<file path="src/rtl/instruction_fetch_stage.sv">
// Instruction fetch stage: owns the PC, issues in-order word fetches to instruction memory,
// buffers returned words together with their PC and hands them to decode. A redirect flushes
// the buffer and arranges for responses still in flight to be discarded as they return.
module instruction_fetch_stage #(
   parameter logic [31:0] RESET_PC   = 32'h0000_0000,
   parameter int unsigned FIFO_DEPTH = 2
) (
   input  logic        clock,
   input  logic        reset,
   output logic        imem_req,
   output logic [31:0] imem_addr,
   input  logic        imem_ready,
   input  logic        imem_rvalid,
   input  logic [31:0] imem_rdata,
   input  logic        redirect_valid,
   input  logic [31:0] redirect_pc,
   output logic        id_valid,
   output logic [31:0] id_pc,
   output logic [31:0] id_instruction,
   input  logic        id_ready
);

   localparam int unsigned CW = $clog2(FIFO_DEPTH) + 1;
   localparam int unsigned IW = (FIFO_DEPTH > 1) ? $clog2(FIFO_DEPTH) : 1;
   localparam logic [IW-1:0] LAST_IDX = IW'(FIFO_DEPTH - 1);
   localparam logic [CW:0] DEPTH_EXT = (CW + 1)'(FIFO_DEPTH);

   typedef enum logic [0:0] {StBoot, StRun} state_e;

   state_e          state_q, state_d;
   logic [31:0]     pc_q, pc_d;
   logic [CW-1:0]   outstanding_q, outstanding_d;
   logic [CW-1:0]   drop_q, drop_d;

   // PCs of accepted requests awaiting their response, oldest at pend_rd_q
   logic [31:0]     pend_pc_q [FIFO_DEPTH];
   logic [IW-1:0]   pend_wr_q, pend_wr_d;
   logic [IW-1:0]   pend_rd_q, pend_rd_d;

   // Instruction buffer presented to decode
   logic [31:0]     buf_pc_q  [FIFO_DEPTH];
   logic [31:0]     buf_ins_q [FIFO_DEPTH];
   logic [IW-1:0]   buf_wr_q, buf_wr_d;
   logic [IW-1:0]   buf_rd_q, buf_rd_d;
   logic [CW-1:0]   buf_cnt_q, buf_cnt_d;

   logic [CW:0]     credit_used;
   logic [31:0]     redirect_base;
   logic            accept;
   logic            rsp;
   logic            push;
   logic            pop;

   function automatic logic [IW-1:0] idx_inc(input logic [IW-1:0] idx);
      return (idx == LAST_IDX) ? '0 : idx + 1'b1;
   endfunction

   // Request/response/handshake qualifiers and the decode-facing outputs
   always_comb begin
      redirect_base  = redirect_pc & ~32'h0000_0003;
      credit_used    = (CW + 1)'(outstanding_q) + (CW + 1)'(buf_cnt_q);
      // Outstanding plus buffered words are capped so every response is guaranteed a slot
      imem_req       = (state_q == StRun) && !redirect_valid && (credit_used < DEPTH_EXT);
      imem_addr      = pc_q;
      accept         = imem_req && imem_ready;
      // A response with nothing outstanding is a protocol error and is ignored
      rsp            = imem_rvalid && (outstanding_q != '0);
      push           = rsp && !redirect_valid && (drop_q == '0);
      id_valid       = (buf_cnt_q != '0);
      pop            = id_valid && id_ready && !redirect_valid;
      id_pc          = id_valid ? buf_pc_q[buf_rd_q]  : 32'h0;
      id_instruction = id_valid ? buf_ins_q[buf_rd_q] : 32'h0;
   end

   // Next-state for FSM, PC and in-flight bookkeeping
   always_comb begin
      state_d       = state_q;
      pc_d          = pc_q;
      outstanding_d = outstanding_q;
      drop_d        = drop_q;
      pend_wr_d     = pend_wr_q;
      pend_rd_d     = pend_rd_q;

      unique case (state_q)
         StBoot:  state_d = StRun;
         StRun:   state_d = StRun;
         default: state_d = StBoot;
      endcase

      if (redirect_valid) begin
         pc_d = redirect_base;
      end else if (accept) begin
         pc_d = pc_q + 32'd4;
      end

      if (accept) begin
         pend_wr_d = idx_inc(pend_wr_q);
      end
      // Dropped responses still retire their pending PC
      if (rsp) begin
         pend_rd_d = idx_inc(pend_rd_q);
      end
      outstanding_d = outstanding_q + CW'(accept) - CW'(rsp);

      // Everything still in flight after this cycle belongs to the old stream
      if (redirect_valid) begin
         drop_d = outstanding_q - CW'(rsp);
      end else if (rsp && (drop_q != '0)) begin
         drop_d = drop_q - 1'b1;
      end
   end

   // Next-state for the instruction buffer pointers and occupancy
   always_comb begin
      buf_wr_d  = buf_wr_q;
      buf_rd_d  = buf_rd_q;
      buf_cnt_d = buf_cnt_q;
      if (redirect_valid) begin
         buf_wr_d  = '0;
         buf_rd_d  = '0;
         buf_cnt_d = '0;
      end else begin
         if (push) begin
            buf_wr_d = idx_inc(buf_wr_q);
         end
         if (pop) begin
            buf_rd_d = idx_inc(buf_rd_q);
         end
         buf_cnt_d = buf_cnt_q + CW'(push) - CW'(pop);
      end
   end

   // Control state registers
   always_ff @(posedge clock or negedge reset) begin
      if (!reset) begin
         state_q       <= StBoot;
         pc_q          <= RESET_PC;
         outstanding_q <= '0;
         drop_q        <= '0;
         pend_wr_q     <= '0;
         pend_rd_q     <= '0;
         buf_wr_q      <= '0;
         buf_rd_q      <= '0;
         buf_cnt_q     <= '0;
      end else begin
         state_q       <= state_d;
         pc_q          <= pc_d;
         outstanding_q <= outstanding_d;
         drop_q        <= drop_d;
         pend_wr_q     <= pend_wr_d;
         pend_rd_q     <= pend_rd_d;
         buf_wr_q      <= buf_wr_d;
         buf_rd_q      <= buf_rd_d;
         buf_cnt_q     <= buf_cnt_d;
      end
   end

   // Pending-PC and instruction buffer storage
   always_ff @(posedge clock or negedge reset) begin
      if (!reset) begin
         for (int unsigned i = 0; i < FIFO_DEPTH; i++) begin
            pend_pc_q[i] <= 32'h0;
            buf_pc_q[i]  <= 32'h0;
            buf_ins_q[i] <= 32'h0;
         end
      end else begin
         if (accept) begin
            pend_pc_q[pend_wr_q] <= pc_q;
         end
         if (push) begin
            buf_pc_q[buf_wr_q]  <= pend_pc_q[pend_rd_q];
            buf_ins_q[buf_wr_q] <= imem_rdata;
         end
      end
   end

endmodule

</file>
<file path="config.mk">
export PLATFORM = sky130hd
export DESIGN_NAME = instruction_fetch_stage
export DESIGN_NICKNAME = d
export VERILOG_FILES = /design/src/rtl/instruction_fetch_stage.sv
export SDC_FILE = /design/constraint.sdc
export NUM_CORES = 1
export LEC_CHECK = 0
export CAP_MARGIN = 20
export CORE_ASPECT_RATIO = 1.75
export CORE_MARGIN = 8
export CORE_UTILIZATION = 30
export CTS_CLUSTER_SIZE = 10
export DETAILED_ROUTE_END_ITERATION = 16
export REMOVE_ABC_BUFFERS = 1
export SKIP_CTS_REPAIR_TIMING = 1
export SYNTH_ARGS = -nofsm -noshare
export SYNTH_HDL_FRONTEND = slang
export SYNTH_SLANG_ARGS = --single-unit
export TNS_END_PERCENT = 50
</file>
<file path="constraint.sdc">
create_clock -name clock -period 5.55 [get_ports clock]
set_input_delay 0.555 -clock clock [delete_from_list [all_inputs] [get_ports clock]]
set_output_delay 0.555 -clock clock [all_outputs]
set_load 0.005 [all_outputs]
</file>
Word level (Yosys, flattened, before mapping)
Cells that the tools add are included.
{ "totals": {"reg_bits": 235} }
{ "classes": {"add_sub_neg": 12, "n_lt_le_gt_ge": 7, "mux": 31, "bitwise_logic": 4, "n_reduce_logical": 20} }
{ "op_table": {"columns": ["operator", "count"], "rows": [
  ["$mux W32", 15],
  ["$bwmux W64", 3],
  ["$demux W32 S1", 2],
  ["$add A32 B3 Y32 const B", 1],
  ["$reduce_bool A2 Y1", 7],
  ["$logic_and A1 B1 Y1", 11],
  ["$ge A2 B2 Y1 const B", 4],
  ["$mux W1", 8],
  ["$not A1 Y2", 4],
  ["$mux W2", 3],
  ["$sub A2 B1 Y2", 3],
  ["$add A1 B1 Y1 const B", 4],
  ["$add A2 B1 Y2", 2],
  ["$lt A2 B1 Y1 const B", 2],
  ["$add A2 B2 Y3", 1],
  ["$lt A3 B2 Y1 const B", 1],
  ["$logic_not A2 Y1", 1],
  ["$sub A2 B1 Y2 const B", 1],
  ["$logic_not A1 Y1", 1]
]} }

Logic depth before layout (Yosys ltp)
Gate-level depths: netlist of the first run.
{ "depth": {"depth_word": 7, "mapped_depth": 10, "mapped_depth_nobuf": 10} }

Least setup slack after synthesis of the first run
No wires, ideal clock.
{ "synth_timing": {"path_kind": "reg2reg", "startpoint": "reg buf_cnt_q[0]", "endpoint": "reg outstanding_q[1]", "t_arrival_ns": 2.324, "t_required_ns": 5.427, "path_slack_ns": 3.103, "stages_incl_launch_ff": 11, "period_less_slack_ns": 2.447, "path_cell_list": "dfrtp_1 -> and2_1 -> fa_1 -> nor4b_2 -> and2_1 -> inv_1 -> ha_1 -> inv_1 -> ha_1 -> xnor2_1 -> xnor2_1"} }
{ "synth_between": {"elab_chain_len": 6} }
{ "synth_lines": {"columns": ["element", "line_no", "rtl"], "rows": [
  ["start: declaration", "45", "logic [CW-1:0] buf_cnt_q, buf_cnt_d;"],
  ["start signal: assignment", "154", "buf_cnt_q <= buf_cnt_d;"],
  ["$add A2 B2 Y3", "61", "credit_used = (CW + 1)'(outstanding_q) + (CW + 1)'(buf_cnt_q);"],
  ["$lt A3 B2 Y1", "63", "imem_req = (state_q == StRun) && !redirect_valid && (credit_used < DEPTH_EXT);"],
  ["$logic_and A1 B1 Y1", "63", null],
  ["named net imem_req", "10", "output logic imem_req,"],
  ["$logic_and A1 B1 Y1", "65", "accept = imem_req && imem_ready;"],
  ["$add A2 B1 Y2", "103", "outstanding_d = outstanding_q + CW'(accept) - CW'(rsp);"],
  ["$sub A2 B1 Y2", "103", null],
  ["named net outstanding_d[1]", "32", "logic [CW-1:0] outstanding_q, outstanding_d;"],
  ["end signal: assignment", "148", "outstanding_q <= outstanding_d;"],
  ["end: declaration", "32", null]
]} }
The timed path passes the listed nets, and every way through them passes these cells.
A chain may end at the register's enable or synchronous reset.

Final worst setup path of the first run
{ "layout_timing": {"startpoint": "reg buf_rd_q", "endpoint": "out id_pc[13]"} }
{ "layout_between": {"elab_chain_len": 5} }
{ "layout_lines": {"columns": ["element", "line_no", "rtl"], "rows": [
  ["start: declaration", "44", "logic [IW-1:0] buf_rd_q, buf_rd_d;"],
  ["start signal: assignment", "153", "buf_rd_q <= buf_rd_d;"],
  ["$not A1 Y2 (implied by the code)", "71", "id_pc = id_valid ? buf_pc_q[buf_rd_q] : 32'h0;"],
  ["$mux W32 (implied by the code) (3 in series)", "71", null],
  ["$mux W32", "71", null],
  ["end: declaration", "18", "output logic [31:0] id_pc,"]
]} }
No other way between the ends. The select of a mux whose other input is x is not followed.

==> impl_metrics.ini, run 1 <==
[pwr]
leakage_nw = 5.49
combPwrFrac_pct = 30.8
switching_power_mw = 1.92
powerDensity_mw_per_mm2 = 476
clockPowerShare_pct = 24.1
vdd_drop_max_mv = 0.193
p_sw_share_pct = 30.8
p_int_mw = 4.31
pwr-share-seq_pct = 45.1

[logic_synthesis]
syn_area_per_cell_um2 = 11.6
synth_seq_cells = 225
ys_async_sr_fraction_pct = 100
ys_warn_count = 0
synth_edf_count = 0
synth_top_area_share_pct = 54.8
synth_area_mm2 = 0.0103
synth.most_common_cell = dfrtp_1
synth_cell_types = 44
synth_area_leader_cell = dfrtp_1
synth_area_leaders = dfrtp_1 55%, mux2_2 14%, mux2i_1 9.1%, nor2_1 4.9%, a21oi_1 3.0%
synthTopCellsByCount = 225 x dfrtp_1, 135 x nor2_1, 124 x mux2_2, 93 x mux2i_1, 61 x a21oi_1
netlist_instances = 888
yosysSeqAreaShare_pct = 54.8
ys.flop_type = dfrtp_1

[setup_path]
crit_path_end_kind = output port
required_ns = 4.99
cp-startpoint = buf_rd_q$_DFFE_PN0P_
arrival_ns = 2.95
cp_max_fo = 41
worstSetupPathType = register to output port
reg2reg_from = buf_cnt_q[0]$_DFF_PN0_
cp-start-kind = register

[clock_network]
numCtsBuffers = 26
cts.sinks = 225
cts_buffer_depth = 3
root_buffer = clkbuf_16
clk_pin_slew_ns = 0.06
htreeDepth = 1
clock_latency_ns = 0.53
cts_tree = done

[floorplan]
die_h_um = 261
die_w_um = 156
start_util_pct = 30.4
die_area_mm2 = 0.0406
std_cell_rows = 89
core_mm2 = 0.0337
io_pins = 168

[timing]
rsz0062_at_grt = no
finalSetupViolCount = 0
hold_viol_final = 0
fin_setup_tns_ns = 0
maxSlewViolCount = 0
relSlewSlack_pct = 25.1
max_freq_mhz = 286
timing.final.crit_period_ns = 3.50
fin_skew_ns = 0.0103
post-route-period-util_pct = 63.1
worst_slew_pin_slew_ns = 1.12

[placement]
numPortBuffers = 161
dp_hpwl_mm = 18.0
globalplace.congestion = 0.719

[drt]
first_pass_iters = 4
drcViolationCount = 0
wl_mm = 26.9
num_vias = 7030
drtIter0Drc = 319
ant_nets = 0
vias_per_cell = 4.71
wire_per_inst_um = 18.0

[layout]
drive_gt1_share_pct = 17.1
fin_nets = 1111
area_delta_synth_final_pct = 27.4
antenna_cells = 0
fin_util_pct = 38.8
fillers = 3281

[job]
drv_cap = 0

[grt]
grt_first_pass_wirelength_mm = 42.8
antenna_found_initial = 2
gr-usage-all-layers_pct = 13.4
grt_max_degree = 119
grt_pass1_vias = 7538
overflow = 0

[outcome]
outcome = finished, final reports clean

[min_path]
hold_path.class = input pin to async pin
[sequential cells by signal (all words and copies together), names as in the netlist]
name / count
buf_cnt_q: 2
buf_ins_q: 64
buf_pc_q: 60
buf_rd_q: 1
buf_wr_q: 1
drop_q: 2
imem_addr: 30
outstanding_q: 2
pend_pc_q: 60
pend_rd_q: 1
pend_wr_q: 1
state_q: 1
[power groups by stage]
stage / registers [mW] / clock network (mW) / logic (mW)
3_3_place_gp: 2.81 / 0 / 1.90
6_report: 2.81 / 1.50 / 1.92
2_1_floorplan: 2.71 / 0 / 1.29
4_1_cts: 2.82 / 1.56 / 1.96
5_1_grt: 2.92 / 1.62 / 2.14
3_5_place_dp: 2.85 / 0 / 1.95
[per-stage QoR]
step           hold WS, ns  instance area [um2]  power (mW)  std cells  setup slack (ns)
2_1_floorplan        0.259                10000        4.00        833             0.819
3_3_place_gp         0.462                12300        4.70       1458              2.11
3_5_place_dp         0.470                12300        4.80       1459              2.09
4_1_cts              0.142                13100        6.35       1490              1.94
5_1_grt              0.180                13100        6.68       1491              1.90
6_report             0.117                13100        6.23       1491              2.05
[area by class of cell]
type	count	area, um2	area share (%)
timing repair buffer	172	1750	13.4
inverter	11	41.3	0.316
sequential	225	5640	43.1
multi-input combinational	597	4380	33.4
tap	455	569	4.35
clock buffer	31	711	5.43
[logic make-up after synthesis]
logic type               Yosys count  synth area share, %
AO/OA/AOI/OAI                     98                 5.06
adder cells (fa/ha/maj)            8                 1.05
multiplexers                     218                 22.8
other                              2               0.0731
AND/OR/NAND/NOR                  237                 10.5
XOR/XNOR                          31                 2.64
flip-flops                       225                 54.8
buffers and inverters             69                 3.08
[placed cells by master, fill, tap and decap left out, types with 2 or more instances in the layout]
cell,Yosys,routed
xnor2_1,14,14
nor2_4,0,3
clkbuf_16,0,27
nand4_1,12,12
o211ai_1,3,3
nor4_1,2,2
mux2_2,124,124
a21oi_1,61,61
inv_1,10,10
and4_1,6,6
buf_4,8,7
clkbuf_1,23,2
nor3_1,3,3
o21ai_0,26,26
ha_1,7,7
nor2_1,135,132
mux2i_1,93,93
dfrtp_1,225,223
and3_1,5,5
clkbuf_8,0,2
clkdlybuf4s50_1,0,159
xor2_1,17,17
and2_1,5,5
nand3_1,11,11
buf_12,0,3
conb_1,2,5
o21ai_1,2,2
nand2_1,46,46
o311ai_0,4,4
[worst max-delay path, cell delays in order, from the launching register on]
cell and delay, ns:
dfrtp_4 0.97, buf_4 0.54, mux2i_1 0.35, nor2_1 0.08
clkdlybuf4s50_1 0.45
[final timing paths]
path | endpoint | slack (ns) | depth (start not counted)
max | id_pc[13] | 2.05 | 4
min | buf_ins_q[54]$_DFFE_PN0P_ | 0.12 | 1
min reg2reg | pend_pc_q[13]$_DFFE_PN0P_ | 0.48 | 2
max in group asynchronous | buf_rd_q$_DFFE_PN0P_ | 4.27 | 2
min in group clock | imem_addr[28]$_DFFE_PN0P_ | 0.42 | 3
max reg2reg | pend_pc_q[40]$_DFFE_PN0P_ | 2.57 | 6
[per-layer routing]
layer,global-route usage [%],vias to the layer above,share of wire [%]
li1,-,3345,-
met1,14.8,3522,39
met2,25.0,125,54
met3,2.63,34,5.2
met4,4.25,4,2.0
met5,0,-,0.085
No activity file was read; power rests on OpenSTA's default activity.
==> run 2, diff against run 1 <==
==> constraint.sdc (replaced) <==
create_clock -name clock -period 3.7 [get_ports clock]
set_input_delay 0.37 -clock clock [delete_from_list [all_inputs] [get_ports clock]]
set_output_delay 0.37 -clock clock [all_outputs]
set_load 0.005 [all_outputs]
==> impl_metrics.ini, run 2 (synthesized netlist as in run 1, its figures left out) <==
[layout]
layout_common_cells = 223 x dfrtp_1, 159 x clkdlybuf4s50_1, 132 x nor2_1, 124 x mux2_2, 93 x mux2i_1
drive_gt1_share_pct = 17.4
fin_area_mm2 = 0.0131
fin_nets = 1118
fin_util_pct = 38.9
largest-register = buf_ins_q
largest_reg_flops = 64
mostFrequentLayoutCell = dfrtp_1
area_delta_synth_final_pct = 27.7
fillers = 3271
reg_top3 = buf_ins_q x64, buf_pc_q x60, pend_pc_q x60

[min_path]
holdPathStages = 3
holdPathEnd = imem_addr[30]$_DFFE_PN0P_
hold_path.class = input pin to register
hold_start = redirect_valid

[floorplan]
std_cell_rows = 89
die_w_um = 156
die_area_mm2 = 0.0406
core_mm2 = 0.0337
start_util_pct = 30.4
io_pins = 168
die_h_um = 261

[drt]
first_pass_iters = 5
drcViolationCount = 0
num_vias = 7068
ant_nets = 0
wire_per_inst_um = 18.0
wl_mm = 27.0
drtIter0Drc = 334
vias_per_cell = 4.72

[clock_network]
htreeDepth = 1
clock_latency_ns = 0.53
root_buffer = clkbuf_16
clk_pin_slew_ns = 0.06
cts_buffer_depth = 3
cts_tree = done
numCtsBuffers = 26
cts.sinks = 225

[timing]
post-route-period-util_pct = 79.6
fin_skew_ns = 0.00957
max_freq_mhz = 340
finalWorstSetupSlack_ns = 0.757
hold_viol_final = 0
rsz0062_at_grt = no
timing.final.crit_period_ns = 2.94
worst_slew_pin_slew_ns = 1.10
finalSetupViolCount = 0
maxSlewViolCount = 0
relSlewSlack_pct = 26.6

[setup_path]
cp_top_family = buffers and inverters
cp-start-kind = register
reg2reg_from = buf_cnt_q[0]$_DFF_PN0_
path_cells = buf_4 > mux2i_1 > nor2_1 > clkdlybuf4s50_1
cp_max_fo = 30
r2r_end = pend_pc_q[17]$_DFFE_PN0P_
rrSetupSlack_ns = 0.83
cp_slowest_cell = dfrtp_4
rr_worst_depth = 7
required_ns = 3.33
critical_path_buf_inv_count = 2
max_stage_delay_ns = 0.59
crit_path_end_kind = output port
worstSetupPathType = register to output port
arrival_ns = 2.57

[grt]
overflow = 0
use_met3_pct = 2.68
top_usage_layer = met2
grtUsageMet2_pct = 24.6
grt_pass1_vias = 7538
antenna_found_initial = 1
use_met1_pct = 14.7
grt_first_pass_wirelength_mm = 42.1
gr-usage-all-layers_pct = 13.3
grt_max_degree = 116

[job]
drv_cap = 0

[pwr]
powerDensity_mw_per_mm2 = 709
vdd_drop_max_mv = 0.315
leakage_nw = 5.51
power_mw = 9.30

[placement]
place_ws_ns = 0.824
globalplace.congestion = 0.725
numPortBuffers = 161
dp_hpwl_mm = 18.0
placed_cell_area_mm2 = 0.0124

[outcome]
outcome = finished, final reports clean
## run 2: area by class of cell
| cell class | count | area [um2] | share of cell area (%) |
|---|---|---|---|
| timing repair buffer | 179 | 1800 | 13.7 |
| clock inverter | 1 | 5.00 | 0.0382 |
| tap | 455 | 569 | 4.34 |
| clock buffer | 30 | 687 | 5.24 |
| multi-input combinational | 597 | 4380 | 33.4 |
| antenna | 1 | 2.50 | 0.0191 |
| inverter | 11 | 41.3 | 0.315 |
| sequential | 225 | 5640 | 43.0 |
## run 2: worst max-delay path by stage
stage | startpoint | slack, ns | end | cells past startpoint
2_1_floorplan | outstanding_q[1]$_DFF_PN0_ | -0.91 | buf_ins_q[0]$_DFFE_PN0P_ | 5
3_3_place_gp | buf_cnt_q[0]$_DFF_PN0_ | 0.92 | pend_pc_q[18]$_DFFE_PN0P_ | 7
3_5_place_dp | buf_cnt_q[0]$_DFF_PN0_ | 0.82 | pend_pc_q[17]$_DFFE_PN0P_ | 7
4_1_cts | buf_rd_q$_DFFE_PN0P_ | 0.63 | id_pc[10] | 4
5_1_grt | buf_rd_q$_DFFE_PN0P_ | 0.60 | id_pc[8] | 4
6_report | buf_rd_q$_DFFE_PN0P_ | 0.76 | id_pc[8] | 4
## run 2: per-stage QoR
step                      TNS, ns  hold WS [ns]  cells
final                           0         0.293   1499
after global routing            0         0.336   1498
after CTS                       0       -0.0624   1497
after detailed placement        0         0.477   1466
after global placement          0         0.461   1466
after floorplan            -99.60        0.0744    833
## run 2: power breakdown
group	switching, mW	internal, mW	total [mW]
clock network	0.928	1.28	2.21
registers	0.675	3.50	4.18
logic	1.27	1.64	2.91
## run 2: routing by layer
layer  wire (um)  vias up  part of all wire [%]
li1            -     3352                     -
met1       10600     3555                    39
met2       14300      132                    53
met3        1460       29                   5.4
met4         551        0                   2.0
met5           0        -                     0
## run 2: worst reg2reg max path, delay by kind of cell, from the launching register on
family / cells / cell delay [ns]
multiplexers: 1 / 0.29
adder cells (fa/ha/maj): 1 / 0.52
AND/OR/NAND/NOR: 4 / 1.17
buffers and inverters: 1 / 0.36
flip-flops: 1 / 0.42
